File: config.mk
export PLATFORM = sky130hd
export DESIGN_NAME = dec_grant_arbiter
export DESIGN_NICKNAME = d
export VERILOG_FILES = /design/src/rtl/arb_pkg.sv /design/src/rtl/rr_pick.sv /design/src/rtl/dec_grant_arbiter.sv
export SDC_FILE = /design/constraint.sdc
export NUM_CORES = 1
export LEC_CHECK = 0
export CAP_MARGIN = 20
export CORE_MARGIN = 5
export CORE_UTILIZATION = 59
export DETAILED_ROUTE_END_ITERATION = 8
export GPL_ROUTABILITY_DRIVEN = 0
export MAX_ROUTING_LAYER = met4
export PLACE_DENSITY = 0.89
export SETUP_SLACK_MARGIN = 0.1
export SLEW_MARGIN = 25
export SYNTH_ARGS = -nofsm -noshare
export SYNTH_HDL_FRONTEND = slang
export SYNTH_SLANG_ARGS = --single-unit
export TNS_END_PERCENT = 30
File: constraint.sdc
create_clock -name clk -period 4.5 [get_ports clk]
set_input_delay 1.125 -clock clk [delete_from_list [all_inputs] [get_ports clk]]
set_output_delay 1.125 -clock clk [all_outputs]
set_load 0.005 [all_outputs]
File: src/rtl/arb_pkg.sv
// Shared definitions for the decoder-sharing round-robin arbiter.
// Holds the requester/index/counter widths, the FSM state type and a one-hot helper.
package arb_pkg;

  localparam int unsigned N_REQ  = 8;
  localparam int unsigned IDX_W  = 3;
  localparam int unsigned HOLD_W = 16;

  typedef enum logic [1:0] {
    ST_IDLE  = 2'd0,
    ST_GRANT = 2'd1,
    ST_GAP   = 2'd2
  } state_t;

  function automatic logic [N_REQ-1:0] onehot(input logic [IDX_W-1:0] idx);
    logic [N_REQ-1:0] v;
    v      = '0;
    v[idx] = 1'b1;
    return v;
  endfunction

endpackage

File: src/rtl/rr_pick.sv
// Combinational round-robin picker: first eligible index after ptr, wrapping.
// The index arithmetic is modulo 2**IDX_W, so ptr+N_REQ lands back on ptr itself.
module rr_pick
  import arb_pkg::*;
(
  input  logic [N_REQ-1:0] eligible,
  input  logic [IDX_W-1:0] ptr,
  output logic [IDX_W-1:0] win_idx,
  output logic             any
);

  logic [IDX_W-1:0] idx;

  always_comb begin
    win_idx = '0;
    any     = 1'b0;
    idx     = '0;
    for (int unsigned i = 1; i <= N_REQ; i++) begin
      idx = ptr + IDX_W'(i);
      if (!any && eligible[idx]) begin
        win_idx = idx;
        any     = 1'b1;
      end
    end
  end

endmodule

File: src/rtl/dec_grant_arbiter.sv
// Round-robin owner of a shared 3-to-8 decoder with hold timeout, lockout and
// a one-cycle break-before-make gap on every ownership change.
module dec_grant_arbiter
  import arb_pkg::*;
#(
  parameter int unsigned MAX_HOLD = 255
)(
  input  logic             clk,
  input  logic             rst,
  input  logic [N_REQ-1:0] req,
  output logic [IDX_W-1:0] sel_i,
  output logic             sel_en,
  output logic [N_REQ-1:0] gnt,
  output logic             busy,
  output logic             timeout
);

  localparam logic [HOLD_W-1:0] HOLD_LAST = HOLD_W'(MAX_HOLD - 1);

  state_t            state_q, state_nxt;
  logic [IDX_W-1:0]  ptr_q, ptr_nxt;
  logic [N_REQ-1:0]  lock_q, lock_nxt;
  logic [HOLD_W-1:0] hold_q, hold_nxt;
  logic [IDX_W-1:0]  sel_i_nxt;
  logic              sel_en_nxt, busy_nxt, timeout_nxt;
  logic [N_REQ-1:0]  gnt_nxt;

  logic [N_REQ-1:0]  eligible;
  logic [IDX_W-1:0]  win_idx;
  logic              win_any;

  assign eligible = req & ~lock_q;

  rr_pick u_pick (
    .eligible (eligible),
    .ptr      (ptr_q),
    .win_idx  (win_idx),
    .any      (win_any)
  );

  always_comb begin
    state_nxt   = state_q;
    ptr_nxt     = ptr_q;
    hold_nxt    = hold_q;
    sel_i_nxt   = sel_i;
    sel_en_nxt  = 1'b0;
    gnt_nxt     = '0;
    busy_nxt    = 1'b0;
    timeout_nxt = 1'b0;
    // Locks only clear on a low request, so clearing and setting never collide.
    lock_nxt    = lock_q & req;

    unique case (state_q)
      ST_IDLE, ST_GAP: begin
        if (win_any) begin
          state_nxt  = ST_GRANT;
          sel_i_nxt  = win_idx;
          ptr_nxt    = win_idx;
          hold_nxt   = '0;
          sel_en_nxt = 1'b1;
          gnt_nxt    = onehot(win_idx);
          busy_nxt   = 1'b1;
        end else begin
          state_nxt = ST_IDLE;
        end
      end
      ST_GRANT: begin
        hold_nxt = hold_q + HOLD_W'(1);
        busy_nxt = 1'b1;
        if (!req[sel_i]) begin
          state_nxt = ST_GAP;
        end else if (hold_q == HOLD_LAST) begin
          state_nxt   = ST_GAP;
          timeout_nxt = 1'b1;
          lock_nxt    = (lock_q & req) | onehot(sel_i);
        end else begin
          sel_en_nxt = 1'b1;
          gnt_nxt    = onehot(sel_i);
        end
      end
      default: state_nxt = ST_IDLE;
    endcase
  end

  always_ff @(posedge clk) begin
    if (rst) begin
      state_q <= ST_IDLE;
      ptr_q   <= IDX_W'(N_REQ - 1);
      lock_q  <= '0;
      hold_q  <= '0;
      sel_i   <= '0;
      sel_en  <= 1'b0;
      gnt     <= '0;
      busy    <= 1'b0;
      timeout <= 1'b0;
    end else begin
      state_q <= state_nxt;
      ptr_q   <= ptr_nxt;
      lock_q  <= lock_nxt;
      hold_q  <= hold_nxt;
      sel_i   <= sel_i_nxt;
      sel_en  <= sel_en_nxt;
      gnt     <= gnt_nxt;
      busy    <= busy_nxt;
      timeout <= timeout_nxt;
    end
  end

endmodule
# --- Yosys cells after proc, flatten, opt, wreduce, memory -nomap -nowiden ---
# Cells that the tools add are included.
totals:
  mem_bits_ro: 0
  ramBits: 0
  reg_bits: 43
  latchBits: 0
  output_inout_bits: 14
  elab_cells: 119
  n_memories: 0
classes:
  order_cmp: 12
  n_reduce_logical: 22
  multipliers: 0
  n_addsub: 8
  shift: 0
  n_bitwise: 6
  eq_ne: 5
  muxes: 57
  n_div: 0
ops:
  columns: ["op", "n"]
  rows:
  - ["$mux 8", 6]
  - ["$lt 3x4->1 const B", 10]
  - ["$pmux 16 s2", 1]
  - ["$bmux 1 s3", 9]
  - ["$mux 1", 24]
  - ["$mux 3", 8]
  - ["$add 16x1->16 const B", 1]
  - ["$and 8x8->8", 2]
  - ["$eq 16x8->1 const B", 1]
  - ["$mux 16", 1]
  - ["$pmux 8 s2", 1]
  - ["$add 3x3->3 const B", 4]
  - ["$logic_and 1x1->1", 9]
  - ["$not 8->8", 1]
  - ["$or 8x8->8", 1]
  - ["$logic_not 1->1", 7]
  - ["$add 3x2->3 const B", 2]
  - ["$demux 1 s3", 2]
  - ["$ge 3x1->1 const B", 2]
  - ["$mux 2", 2]
  - ["$pmux 1 s2", 2]
  - ["$pmux 2 s2", 1]
  - ["$reduce_and 2->1", 2]
  - ["$add 3x1->3 const B", 1]
  - ["other kinds (9)", 10]

# --- Longest topological paths before layout ---
# Gate-level depths: netlist (run 1).
logic_depth:
  word_depth: 32
  ltp_mapped: 13
  mapped_depth_nobuf: 10

# --- Cells and area by module ---
# From an unflattened synthesis (run 1), not the netlist that was laid out.
unflattened:
  cells_unflattened: 337
  area_unflattened_um2: 2827.7
modules_own_cells:
  columns: ["module", "seq_area_each_um2", "area_each_um2", "instances", "cells_per_inst"]
  rows:
  - ["dec_grant_arbiter", 860.8, 2042.0, 1, 244]
  - ["rr_pick", 0.0, 785.8, 1, 93]

# --- Worst setup path after synthesis (run 1) ---
# Ideal clock, no wire load.
synth_path:
  path_type: "register -> register"
  from: "register ptr_q[1]"
  to: "register gnt[0]"
  setup_slack_ns: 1.070
  arrival_ns: 3.338
  stages_incl_launch_ff: 13
  period_less_slack_ns: 3.430
  t_required_ns: 4.408
  path_cell_list: "dfxtp_1 clkbuf_1 inv_1 clkbuf_1 ha_1 xor2_1 mux4_2 mux2i_2 nor3b_4 a41oi_2 inv_2 or4_4 o32ai_1"
synth_via:
  elab_chain_len: 31
synth_lines:
  columns: ["element", "line", "source"]
  rows:
  - ["start, declared", "dec_grant_arbiter.sv:21", "logic [IDX_W-1:0] ptr_q, ptr_nxt;"]
  - ["start signal, assigned", "dec_grant_arbiter.sv:88", "ptr_q <= IDX_W'(N_REQ - 1);"]
  - ["start signal, assigned", "dec_grant_arbiter.sv:98", "ptr_q <= ptr_nxt;"]
  - ["$add 3x1->3", "rr_pick.sv:19", "idx = ptr + IDX_W'(i);"]
  - ["$bmux 1 s3", "rr_pick.sv:20", "if (!any && eligible[idx]) begin"]
  - ["$mux 1 (implied by the code)", "rr_pick.sv:20", null]
  - ["$mux 1", "rr_pick.sv:20", null]
  - ["$logic_not 1->1", "rr_pick.sv:20", null]
  - ["$logic_and 1x1->1", "rr_pick.sv:20", null]
  - ["$mux 1", "rr_pick.sv:20", null]
  - ["$logic_not 1->1", "rr_pick.sv:20", null]
  - ["[15 not listed]", null, null]
  - ["$logic_and 1x1->1", "rr_pick.sv:20", null]
  - ["$mux 3", "rr_pick.sv:20", null]
  - ["$lt 3x4->1 (implied by the code) / $ge 3x1->1 (equally long branches)", "arb_pkg.sv:18", "v[idx] = 1'b1;"]
  - ["$logic_and 1x1->1 (implied by the code)", "arb_pkg.sv:18", null]
  - ["$mux 1 (implied by the code)", "arb_pkg.sv:18", null]
  - ["$demux 1 s3", "arb_pkg.sv:18", null]
  - ["$mux 8 *", "dec_grant_arbiter.sv:55", "if (win_any) begin"]
  - ["$pmux 8 s2 *", "dec_grant_arbiter.sv:53", "unique case (state_q)"]
  - ["end signal, assigned", "dec_grant_arbiter.sv:103", "gnt <= gnt_nxt;"]
  - ["end, declared", "dec_grant_arbiter.sv:13", "output logic [N_REQ-1:0] gnt,"]
# Mark *: on every way between the ends. The rest lies on a longest branch, timed or not. The select of a mux whose other input is x is not followed.
# A chain may end at the register's enable or synchronous reset.

# --- Worst setup path after layout (run 1) ---
layout_path:
  from: "input port req[4]"
  to: "register gnt[1]"
layout_via:
  elab_chain_len: 31
layout_lines:
  columns: ["element", "line", "source"]
  rows:
  - ["start, declared", "dec_grant_arbiter.sv:10", "input logic [N_REQ-1:0] req,"]
  - ["$and 8x8->8", "dec_grant_arbiter.sv:32", "assign eligible = req & ~lock_q;"]
  - ["$bmux 1 s3", "rr_pick.sv:20", null]
  - ["$mux 1 (implied by the code)", "rr_pick.sv:20", null]
  - ["$mux 1", "rr_pick.sv:20", null]
  - ["$logic_not 1->1", "rr_pick.sv:20", null]
  - ["$logic_and 1x1->1", "rr_pick.sv:20", null]
  - ["$mux 1", "rr_pick.sv:20", null]
  - ["$logic_not 1->1", "rr_pick.sv:20", null]
  - ["[15 not listed]", null, null]
  - ["$logic_and 1x1->1", "rr_pick.sv:20", null]
  - ["$mux 3", "rr_pick.sv:20", null]
  - ["$lt 3x4->1 (implied by the code) / $ge 3x1->1 (equally long branches)", "arb_pkg.sv:18", null]
  - ["$logic_and 1x1->1 (implied by the code)", "arb_pkg.sv:18", null]
  - ["$mux 1 (implied by the code)", "arb_pkg.sv:18", null]
  - ["$demux 1 s3", "arb_pkg.sv:18", null]
  - ["$mux 8", "dec_grant_arbiter.sv:55", null]
  - ["$pmux 8 s2 *", "dec_grant_arbiter.sv:53", null]
# Marked as above.

==> results of run 1 <==
-- worst paths after layout --
check / startpoint / to / slack (ps)
min: hold_q[6] / hold_q[6] / 510
max: req[4] / gnt[1] / 530
max reg2reg: ptr_q[1] / gnt[1] / 950
min reg2reg: hold_q[6] / hold_q[6] / 510
-- sequential cells by signal, indices dropped and copies added, names as in the netlist, 2 cells and up --
| signal | flops |
|---|---|
| gnt | 8 |
| lock_q | 8 |
| ptr_q | 3 |
| sel_i | 3 |
| hold_q | 16 |
| state_q | 2 |
-- power by group through the flow --
stage               clock (mW)  combinational, mW  sequential (mW)
finish                   0.311               1.29            0.516
global route             0.329               1.39            0.523
CTS                      0.312               1.27            0.515
detailed placement           0               1.25            0.520
global placement             0               1.22            0.519
floorplan                    0              0.975            0.473
-- metal layers --
layer	wire [um]	up-vias	track usage
met4	126	0	0.08472
met3	702	16	0.04825
met1	3395	1375	0.3502
met2	3840	146	0.4006
li1	-	1364	-
met5	0	-	-
-- logic make-up after synthesis --
family,Yosys count
AO/OA/AOI/OAI,84
buffers and inverters,35
AND/OR/NAND/NOR,153
adder cells (fa/ha/maj),4
flip-flops,43
XOR/XNOR,8
multiplexers,32
-- worst register-to-register path: cells and delay by family (launching register included) --
family | cells | cell delay [ps]
compound gates | 5 | 1290
xor+xnor | 1 | 250
fa+ha+maj | 1 | 350
buf+inv | 1 | 340
flops | 1 | 310
mux | 2 | 890
-- metrics by stage --
stage / setup slack [ps] / utilization / hold slack [ps]
final: 534.1 / 0.6753 / 510.7
after global routing: 362.3 / 0.6753 / 537.2
after CTS: 590.8 / 0.6753 / 511.8
after detailed placement: 284.8 / 0.6521 / 496.7
after global placement: 477.3 / 0.6521 / 483.0
after floorplan: 1070 / - / 448.5
-- cells in the final DEF (no fill, tap or decap), types with 6 or more instances in the layout --
master,count
sky130_fd_sc_hd__nand2_1,23
sky130_fd_sc_hd__o32ai_1,8
sky130_fd_sc_hd__mux4_2,15
sky130_fd_sc_hd__mux2i_1,10
sky130_fd_sc_hd__nand3b_1,12
sky130_fd_sc_hd__nor2_1,50
sky130_fd_sc_hd__nand2b_1,11
sky130_fd_sc_hd__a21oi_1,13
sky130_fd_sc_hd__nand4_1,7
sky130_fd_sc_hd__nor2b_1,6
sky130_fd_sc_hd__o21ai_0,22
sky130_fd_sc_hd__clkdlybuf4s50_1,23
sky130_fd_sc_hd__clkbuf_8,6
sky130_fd_sc_hd__dfxtp_1,43
sky130_fd_sc_hd__nor3_1,8
sky130_fd_sc_hd__inv_1,12
sky130_fd_sc_hd__nand3_1,10
-- final cells by class --
type,instances,area (sq um),area share
inverter,14,52.55,0.01533
timing repair buffer,27,260.3,0.07594
sequential,43,860.8,0.2512
multi-input combinational,281,2048,0.5977
clock inverter,2,35.03,0.01022
tap,70,87.58,0.02556
clock buffer,6,82.58,0.02410
==> reports/qor.csv, run 1 <==
metric,value,unit
drc,0,
synthesis.yosys.warnings,0,
synthSimpleGateAreaFrac,0.2665,
cts_tree,built,
power_switching,0.9540,mW
max_freq,252.2,MHz
postCtsResizedCells,0,
timing_worst_slew_pin_value,828.6,ps
slew_viol_final,0,
postSynthAreaPerCell,8.514,sq um
critPathArrivalTime,4160,ps
finish.instance_area,3427,sq um
path_clk_slew,80,ps
fillerInstances,403,
grt_max_degree,22,
ys.flop_type,sky130_fd_sc_hd__dfxtp_1,
dominant_combinational_cell_family_by_area_after_synthesis,simple AND/OR/NAND/NOR gates,
ant_nets,0,
post_cts.repair.setup_buffers,0,
die-area,6720,sq um
power.static_leakage,1.212,nW
worstPathCellList,clkdlybuf4s50_1 > nand2b_1 > mux2_2 > mux4_2 > nor3b_4 > a41oi_2 > inv_2 > or4_4 > o32ai_1,
slowest_delay,550,ps
ios,24,
p_per_area,617.1,nW/um^2
routedWlPerCell,18.21,um
timing.critical_path.slowest_stage_cell,sky130_fd_sc_hd__or4_4,
place.detailed.instances,435,
final_std_cells_w_o_fill,443,
slew_headroom,0.4476,
gr-total-overflow,0,
drt-initial-drc-count,369,
finalNetCount,386,
synth-adder-area-share,0.01637,
placeableCoreArea,5075,sq um
cts.sinks,43,
total_power,2.115,mW
clk_root_buffer_cell,sky130_fd_sc_hd__clkbuf_8,
antenna_cells_inserted,0,
timing.critical_path.required,4690,ps
clock_power_share,0.147,
power.switching_fraction,0.4511,
effective_utilization_at_floorplan,0.6023,
port_buffers,23,
placed_area,3309,sq um
irDropWorstVdd,0.5099,mV
synth-xor-area-share,0.02538,
htree_num_levels,2,
status,completed,
crit_path_start_kind,input pin,
synth_compound_gate_area_share,0.1883,
antenna_found_initial,0,
rsz0062_at_grt,no,
worstSkewPairLatency,290,ps
floorplan.die.height,81.98,um
avgViaCountPerCell,6.549,
setup_skew_after_layout,7.522,ps
clock_path_buffers,2,
place.detailed.hpwl,5861,um
timing_worst_setup_path_type,in -> reg,
ys_ff_latch,43,
netlist.area_leader.share,0.2816,
holdPathStages,2,
postSynthNetCount,373,
total_wire_length_after_detailed_routing,8065,um
fp.dieW,81.98,um
cp_num_cells,9,
min_period,3966,ps
grt_first_pass_wirelength,13250,um
min_path_type,reg -> reg,
comb_power_share,0.609,
globalRouteTotalUtil,0.2617,
share_seq_of_total_power,0.244,
ys_seq_area_frac,0.2816,
drive_above_1_share,0.1099,
cts_hold_buf,0,
final-setup-viol-count,0,
crit_buf_inv,2,
post_synth_main_area_contributors,"sky130_fd_sc_hd__dfxtp_1, sky130_fd_sc_hd__mux4_2, sky130_fd_sc_hd__nor2_1",
post_synthesis_cell_count,359,
first_global_vias,2747,
crit_fanout,10,
drt_pass1_iterations,5,
hold_viol_final,0,
cts_inserted_buffers,5,
reg2reg_depth,10,
p_int,1.161,mW
synth_edf_count,0,
area_delta_synth_final,12.12,%
count_of_standard_cell_rows,26,
via_count,2901,
crit_family,simple AND/OR/NAND/NOR gates,
post_synth_num_cell_types,61,
crit_end_element,flip-flop,
ys_async_sr_fraction,0,
synth_most_common_cell,sky130_fd_sc_hd__nor2_1,
setup_total_negative_slack,0,ps
syn_area,3057,sq um
finalCritPeriodShare,0.8813,
cap_violations,0,
synth.mux.area_fraction,0.1736,
yosys.area.top_type,sky130_fd_sc_hd__dfxtp_1,
synth_commonest_cells,"sky130_fd_sc_hd__nor2_1, sky130_fd_sc_hd__dfxtp_1, sky130_fd_sc_hd__nand2_1",
No activity file was read; power rests on OpenSTA's default activity.
==> run 2: changes to the inputs <==
Settings changed: SETUP_SLACK_MARGIN 0.1 to not set.
==> results of run 2 <==
The final DEF is identical to that of run 1; final timing and power are the same.
